**config.mk**
```make
export PLATFORM = sky130hd
export DESIGN_NAME = hilo_divide_unit
export DESIGN_NICKNAME = d
export VERILOG_FILES = /design/src/rtl/hilo_divide_unit.sv
export SDC_FILE = /design/constraint.sdc
export NUM_CORES = 1
export LEC_CHECK = 0
export BUFFER_PORTS_ARGS = -buffer_cell sky130_fd_sc_hd__buf_2
export CELL_PAD_IN_SITES_DETAIL_PLACEMENT = 0
export CELL_PAD_IN_SITES_GLOBAL_PLACEMENT = 2
export CORE_MARGIN = 2
export CORE_UTILIZATION = 34
export CTS_BUF_LIST = sky130_fd_sc_hd__clkbuf_4 sky130_fd_sc_hd__clkbuf_8 sky130_fd_sc_hd__clkbuf_16
export CTS_CLUSTER_DIAMETER = 80
export DETAILED_ROUTE_END_ITERATION = 8
export PLACE_DENSITY_LB_ADDON = 0.1
export SYNTH_ARGS = -nofsm -noshare
export SYNTH_HDL_FRONTEND = slang
export SYNTH_SLANG_ARGS = --single-unit
```
**constraint.sdc**
```tcl
create_clock -name clk -period 3.95 [get_ports clk]
set_input_delay 0.9875 -clock clk [delete_from_list [all_inputs] [get_ports clk]]
set_output_delay 0.9875 -clock clk [all_outputs]
set_load 0.01 [all_outputs]
```
**src/rtl/hilo_divide_unit.sv**
```systemverilog
// ============================================================================
// hilo_divide_unit
// ----------------------------------------------------------------------------
// Sequential HI/LO back-end for the MIPS datapath. Owns the architectural HI
// and LO registers, captures the ALU's 64-bit multiply product, performs
// DIV/DIVU with an iterative restoring divider (one quotient bit per cycle),
// and handles MTHI/MTLO writes.
//
// Ports:
//   clk      in   rising-edge clock
//   rst_n    in   asynchronous active-low reset
//   Start    in   one-cycle request, sampled only in IDLE
//   Op       in   00 DIV (signed), 01 DIVU, 10 MTHI, 11 MTLO
//   A        in   dividend / MTHI-MTLO source
//   B        in   divisor
//   Mult_Wr  in   capture ALU_Hi/ALU_Lo into HI/LO (IDLE, Start low)
//   ALU_Hi   in   product upper half
//   ALU_Lo   in   product lower half
//   Busy     out  divide in progress
//   Done     out  one-cycle pulse: HI/LO hold the divide result
//   DivZero  out  pulses with Done when the divisor was zero
//   HI, LO   out  architectural HI/LO registers
//
// Configuration:
//   HILO_FWD_EN  when defined, HI/LO combinationally bypass the value being
//                written this cycle by Mult_Wr or MTHI/MTLO. Divide results
//                are never bypassed.
// ============================================================================
module hilo_divide_unit #(
    parameter int WIDTH = 32
) (
    input  logic             clk,
    input  logic             rst_n,
    input  logic             Start,
    input  logic [1:0]       Op,
    input  logic [WIDTH-1:0] A,
    input  logic [WIDTH-1:0] B,
    input  logic             Mult_Wr,
    input  logic [WIDTH-1:0] ALU_Hi,
    input  logic [WIDTH-1:0] ALU_Lo,
    output logic             Busy,
    output logic             Done,
    output logic             DivZero,
    output logic [WIDTH-1:0] HI,
    output logic [WIDTH-1:0] LO
);

    localparam int CW = $clog2(WIDTH);
    localparam logic [CW-1:0] LAST_STEP = CW'(WIDTH - 1);

    localparam logic [1:0] OP_DIV  = 2'b00;
    localparam logic [1:0] OP_MTLO = 2'b11;

    typedef enum logic [1:0] {
        S_IDLE = 2'd0,
        S_DIV  = 2'd1,
        S_FIN  = 2'd2
    } state_t;

    state_t state_q, state_d;

    logic [WIDTH-1:0] hi_q, lo_q;
    logic [WIDTH-1:0] rem_q, quo_q, dvsr_q;
    logic [CW-1:0]    cnt_q;
    logic             neg_quo_q, neg_rem_q, dz_q;
    logic             done_q, divzero_q;

    // ------------------------------------------------------------------
    // Request decode (only meaningful in IDLE)
    // ------------------------------------------------------------------
    logic             idle, start_div, start_mt, mult_cap, b_zero, is_signed;
    logic [WIDTH-1:0] a_mag, b_mag;

    assign idle      = (state_q == S_IDLE);
    assign start_div = idle && Start && !Op[1];
    assign start_mt  = idle && Start &&  Op[1];
    // Start has priority over a multiply write-back in the same cycle.
    assign mult_cap  = idle && !Start && Mult_Wr;
    assign b_zero    = (B == '0);
    assign is_signed = (Op == OP_DIV);

    // Magnitudes for the unsigned core; DIVU passes raw operands through.
    // |0x80000000| stays 0x80000000, which is the correct unsigned magnitude.
    assign a_mag = (is_signed && A[WIDTH-1]) ? -A : A;
    assign b_mag = (is_signed && B[WIDTH-1]) ? -B : B;

    // ------------------------------------------------------------------
    // Restoring step: shift {rem, quo} left, trial-subtract the divisor.
    // The shifted remainder needs one extra bit because rem < divisor can
    // be as large as 2^WIDTH - 2.
    // ------------------------------------------------------------------
    logic [WIDTH:0]   shifted, trial;
    logic             fits;
    logic [WIDTH-1:0] rem_step, quo_step;

    assign shifted  = {rem_q, quo_q[WIDTH-1]};
    assign trial    = shifted - {1'b0, dvsr_q};
    assign fits     = !trial[WIDTH];
    assign rem_step = fits ? trial[WIDTH-1:0] : shifted[WIDTH-1:0];
    assign quo_step = {quo_q[WIDTH-2:0], fits};

    // ------------------------------------------------------------------
    // FSM: state register
    // ------------------------------------------------------------------
    // NOTE: sequential blocks use non-blocking (<=) so every register samples
    // the pre-edge value of every other register, independent of block order.
    always_ff @(posedge clk or negedge rst_n) begin
        if (!rst_n) state_q <= S_IDLE;
        else        state_q <= state_d;
    end

    // ------------------------------------------------------------------
    // FSM: next-state logic
    // ------------------------------------------------------------------
    // NOTE: state_d gets a default before the case so no path leaves it
    // unassigned; otherwise synthesis would infer a latch.
    always_comb begin
        state_d = state_q;
        unique case (state_q)
            S_IDLE: if (start_div) state_d = b_zero ? S_FIN : S_DIV;
            S_DIV:  if (cnt_q == LAST_STEP) state_d = S_FIN;
            S_FIN:  state_d = S_IDLE;
            default: state_d = S_IDLE;
        endcase
    end

    // ------------------------------------------------------------------
    // FSM: outputs. A divide-by-zero spends its single busy cycle in FIN.
    // ------------------------------------------------------------------
    always_comb begin
        Busy = (state_q == S_DIV) || ((state_q == S_FIN) && dz_q);
    end

    assign Done    = done_q;
    assign DivZero = divzero_q;

    // ------------------------------------------------------------------
    // Datapath: HI/LO and divider working registers
    // ------------------------------------------------------------------
    // NOTE: every register here, datapath included, is cleared by reset so a
    // divide aborted by rst_n leaves no residue and HI/LO read back as zero.
    always_ff @(posedge clk or negedge rst_n) begin
        if (!rst_n) begin
            hi_q      <= '0;
            lo_q      <= '0;
            rem_q     <= '0;
            quo_q     <= '0;
            dvsr_q    <= '0;
            cnt_q     <= '0;
            neg_quo_q <= 1'b0;
            neg_rem_q <= 1'b0;
            dz_q      <= 1'b0;
            done_q    <= 1'b0;
            divzero_q <= 1'b0;
        end else begin
            done_q    <= 1'b0;
            divzero_q <= 1'b0;
            unique case (state_q)
                S_IDLE: begin
                    if (start_mt) begin
                        if (Op == OP_MTLO) lo_q <= A;
                        else               hi_q <= A;
                    end else if (start_div) begin
                        cnt_q <= '0;
                        if (b_zero) begin
                            // Preload the final values so FIN writes them
                            // unchanged: HI = A, LO = all ones.
                            rem_q     <= A;
                            quo_q     <= '1;
                            neg_quo_q <= 1'b0;
                            neg_rem_q <= 1'b0;
                            dz_q      <= 1'b1;
                        end else begin
                            rem_q     <= '0;
                            quo_q     <= a_mag;
                            dvsr_q    <= b_mag;
                            neg_quo_q <= is_signed && (A[WIDTH-1] ^ B[WIDTH-1]);
                            neg_rem_q <= is_signed && A[WIDTH-1];
                            dz_q      <= 1'b0;
                        end
                    end else if (mult_cap) begin
                        hi_q <= ALU_Hi;
                        lo_q <= ALU_Lo;
                    end
                end
                S_DIV: begin
                    rem_q <= rem_step;
                    quo_q <= quo_step;
                    cnt_q <= cnt_q + 1'b1;
                end
                S_FIN: begin
                    hi_q      <= neg_rem_q ? -rem_q : rem_q;
                    lo_q      <= neg_quo_q ? -quo_q : quo_q;
                    done_q    <= 1'b1;
                    divzero_q <= dz_q;
                end
                default: ;
            endcase
        end
    end

    // ------------------------------------------------------------------
    // HI/LO output view
    // ------------------------------------------------------------------
`ifdef HILO_FWD_EN
    always_comb begin
        HI = hi_q;
        LO = lo_q;
        if (start_mt) begin
            if (Op == OP_MTLO) LO = A;
            else               HI = A;
        end else if (mult_cap) begin
            HI = ALU_Hi;
            LO = ALU_Lo;
        end
    end
`else
    assign HI = hi_q;
    assign LO = lo_q;
`endif

endmodule

```
==> flow_metrics.py <==
metrics = {
    "setup_path": {
        "worstPathArrival_ns": 3.90,
        "timing.rr.end": "rem_q[3]",
        "endpoint_kind": "register",
        "required_ns": 4.30,
        "r2r_start": "quo_q[31]",
        "crit_path_max_fanout": 24,
        "start_kind": "register",
        "worstSetupPathType": "register to register",
        "r2r_slack_ns": 0.40,
        "reg2reg_depth": 13,
    },
    "route": {
        "wl_per_cell_um": 19.7,
        "drc": 0,
        "vias": 12000,
        "drt_iter0_drc": 803,
        "wirelength_um": 44800,
        "drtPass1Iterations": 5,
        "vias_per_cell": 5.29,
        "antenna_left": 0,
    },
    "floorplan": {
        "pin_count": 201,
        "die_h_um": 197,
        "design.core.area_um2": 36600,
        "fp-row-count": 70,
        "initial_utilization_pct": 34.4,
        "die-area_um2": 38600,
        "die_w_um": 197,
    },
    "sta": {
        "tightest_slew_ns": 1.00,
        "report.final.slew_viol_count": 0,
        "hold_viol": 0,
        "finalSetupViolCount": 0,
        "rsz0062_at_grt": "false",
        "period_minus_slack_ns": 3.55,
        "tns_ns": 0,
        "slew_headroom_pct": 31.3,
        "clock.fmax_mhz": 281,
        "finalCritPeriodShare_pct": 90.0,
        "skew_ns": 0.0108,
    },
    "min_path": {
        "whs_endpoint": "LO[27]",
        "worstHoldStart": "LO[27]",
        "hold_depth": 2,
        "hp-class": "register to register",
    },
    "synth": {
        "ys_types": 76,
        "synth_top_area_cell": "dfrtp_1",
        "syn_nets": 1796,
        "yosys.area_share.xor_xnor_pct": 10.3,
        "synth_area_um2": 12600,
        "synth_warnings": 0,
        "synthSimpleGateAreaFrac_pct": 19.3,
        "synth-edff-count": 0,
        "muxShareOfSynthArea_pct": 1.14,
        "synth_compound_gate_area_share_pct": 26.1,
        "synth_top_family_by_area": "compound AO/OA/AOI/OAI gates",
        "ys.flop_type": "dfrtp_1",
        "synth_most_common_cell": "nand2_1",
        "synth_cells": 1623,
        "synth_commonest_cells": "nand2_1 (222), a21oi_1 (213), dfrtp_1 (172)",
        "synth_top_cell_area_share_pct": 34.1,
        "synthArstFlopShare_pct": 100,
        "netlist_top_cells_area": "dfrtp_1 (34%), a21oi_1 (8.5%), nand2_1 (6.6%), xnor2_1 (6.2%), o21ai_0 (5.2%)",
        "avgSynthCellArea_um2": 7.77,
        "ys_ff_latch": 172,
        "yosys.area_share.adder_pct": 3.93,
        "ys_seq_area_share_pct": 34.1,
    },
    "job": {
        "maxCapViolations": 0,
    },
    "clock_network": {
        "clock_sinks": 172,
        "numCtsBuffers": 17,
        "clk_path_buf_depth": 2,
        "hold_buffers": 0,
        "cts_setup_buffers": 0,
        "htreeDepth": 4,
        "clockRootBuffer": "clkbuf_16",
        "cts_tree": "built",
        "clk_pin_slew_ns": 0.08,
        "clk_latency_ns": 0.46,
        "cts_resized": 0,
    },
    "global_routing": {
        "grt_pass1_wl_um": 69600,
        "antenna_found_initial": 2,
        "grt_max_degree": 81,
        "grt_pass1_vias": 11600,
        "grt_use_total_pct": 23.5,
        "overflow": 0,
    },
    "layout": {
        "multiInputGateArea_um2": 7710,
        "drive_gt1_share_pct": 17.7,
        "syn_to_final_growth_pct": 17.6,
        "final_area_um2": 14800,
        "layout.nets": 1960,
        "regArea_um2": 4300,
        "fillers": 3925,
    },
    "power_and_ir_drop": {
        "p_leak_nw": 6.66,
        "power_density_nw_per_um2": 893,
        "ir_drop_mv": 0.335,
    },
    "placed_design": {
        "place_congestion": 0.822,
        "port-buffer-count": 200,
        "placedInstanceArea_um2": 14300,
        "hpwl_um": 35300,
    },
    "outcome": {
        "outcome": "finished, final reports clean",
    },
}
[worst max path at each step]
stage	slack, ns	end	depth (start not counted)	startpoint
after CTS	0.34	rem_q[3]	13	quo_q[31]
final	0.40	rem_q[3]	13	quo_q[31]
after floorplan	0.55	quo_q[25]	9	A[6]
after global placement	0.14	dvsr_q[1]	12	B[0]
after detailed placement	0.11	dvsr_q[1]	12	B[0]
after global routing	0.12	rem_q[6]	13	quo_q[31]
[metrics by stage]
| step | power (mW) | worst slack [ns] | hold WS (ns) | util (%) | std cells |
|---|---|---|---|---|---|
| after floorplan | 9.06 | 0.546 | 0.441 | - | 1623 |
| after global placement | 11.5 | 0.141 | 0.457 | 38.9 | 2236 |
| after detailed placement | 11.6 | 0.113 | 0.461 | 38.9 | 2236 |
| after CTS | 13.3 | 0.337 | 0.477 | 40.5 | 2268 |
| after global routing | 14.5 | 0.118 | 0.498 | 40.5 | 2270 |
| final | 13.2 | 0.396 | 0.475 | 40.5 | 2270 |
[kinds of logic after synthesis]
logic type / after synthesis
buf+inv: 164
mux: 13
compound gates: 561
flops: 172
simple gates: 525
xor+xnor: 149
fa+ha+maj: 39
[cell usage in the layout, fill, tap and decap left out, types with 23 or more instances in the layout]
master	instances
nor2_1	127
inv_1	61
nor3_1	47
nand2_1	222
dfrtp_1	172
o21ai_0	131
ha_1	38
o31ai_1	23
buf_2	199
xor2_1	60
o21ai_1	48
buf_4	42
xnor2_1	88
a31oi_1	29
a21oi_1	213
[layout make-up]
type / count / area share (%)
multi-input cells: 1287 / 52.0
flip-flops and latches: 172 / 29.0
repair buffers: 247 / 9.60
well taps: 468 / 3.95
clock buffers: 17 / 2.87
inverters: 62 / 1.57
clock inverters: 15 / 0.954
diodes: 2 / 0.0338
[metal layers]
layer / part of all wire [%] / up-vias / global-route usage (%) / wire [um]
met5: 0 / - / 0 / 0
met4: 1.8 / 0 / 6.24 / 786
met3: 4.2 / 32 / 3.85 / 1860
met2: 45 / 251 / 36.6 / 20200
met1: 49 / 5650 / 33.8 / 21900
li1: - / 6069 / - / -
[worst max-delay path, stage by stage, from the launching register on]
cell      delay (ns)
dfrtp_1         0.40
inv_1           0.09
ha_1            0.26
fa_1            0.42
nor2b_1         0.16
o31ai_1         0.12
a21oi_1         0.34
a221oi_2        0.16
o41ai_2         0.40
xnor2_2         0.19
buf_12          0.21
mux2_2          0.35
a221oi_1        0.25
nor2_1          0.07
[registers in the layout, indices dropped and copies added, names as in the netlist]
signal,count
dz_q,1
neg_rem_q,1
state_q,2
quo_q,32
DivZero,1
rem_q,32
dvsr_q,32
HI,32
Done,1
cnt_q,5
LO,32
neg_quo_q,1
[power breakdown]
group	switching (mW)	leakage (nW)	internal, mW
logic	4.52	4.28	3.49
registers	0.869	2.10	2.67
clock network	0.849	0.281	0.842
Power figures use the tool's default switching activity.
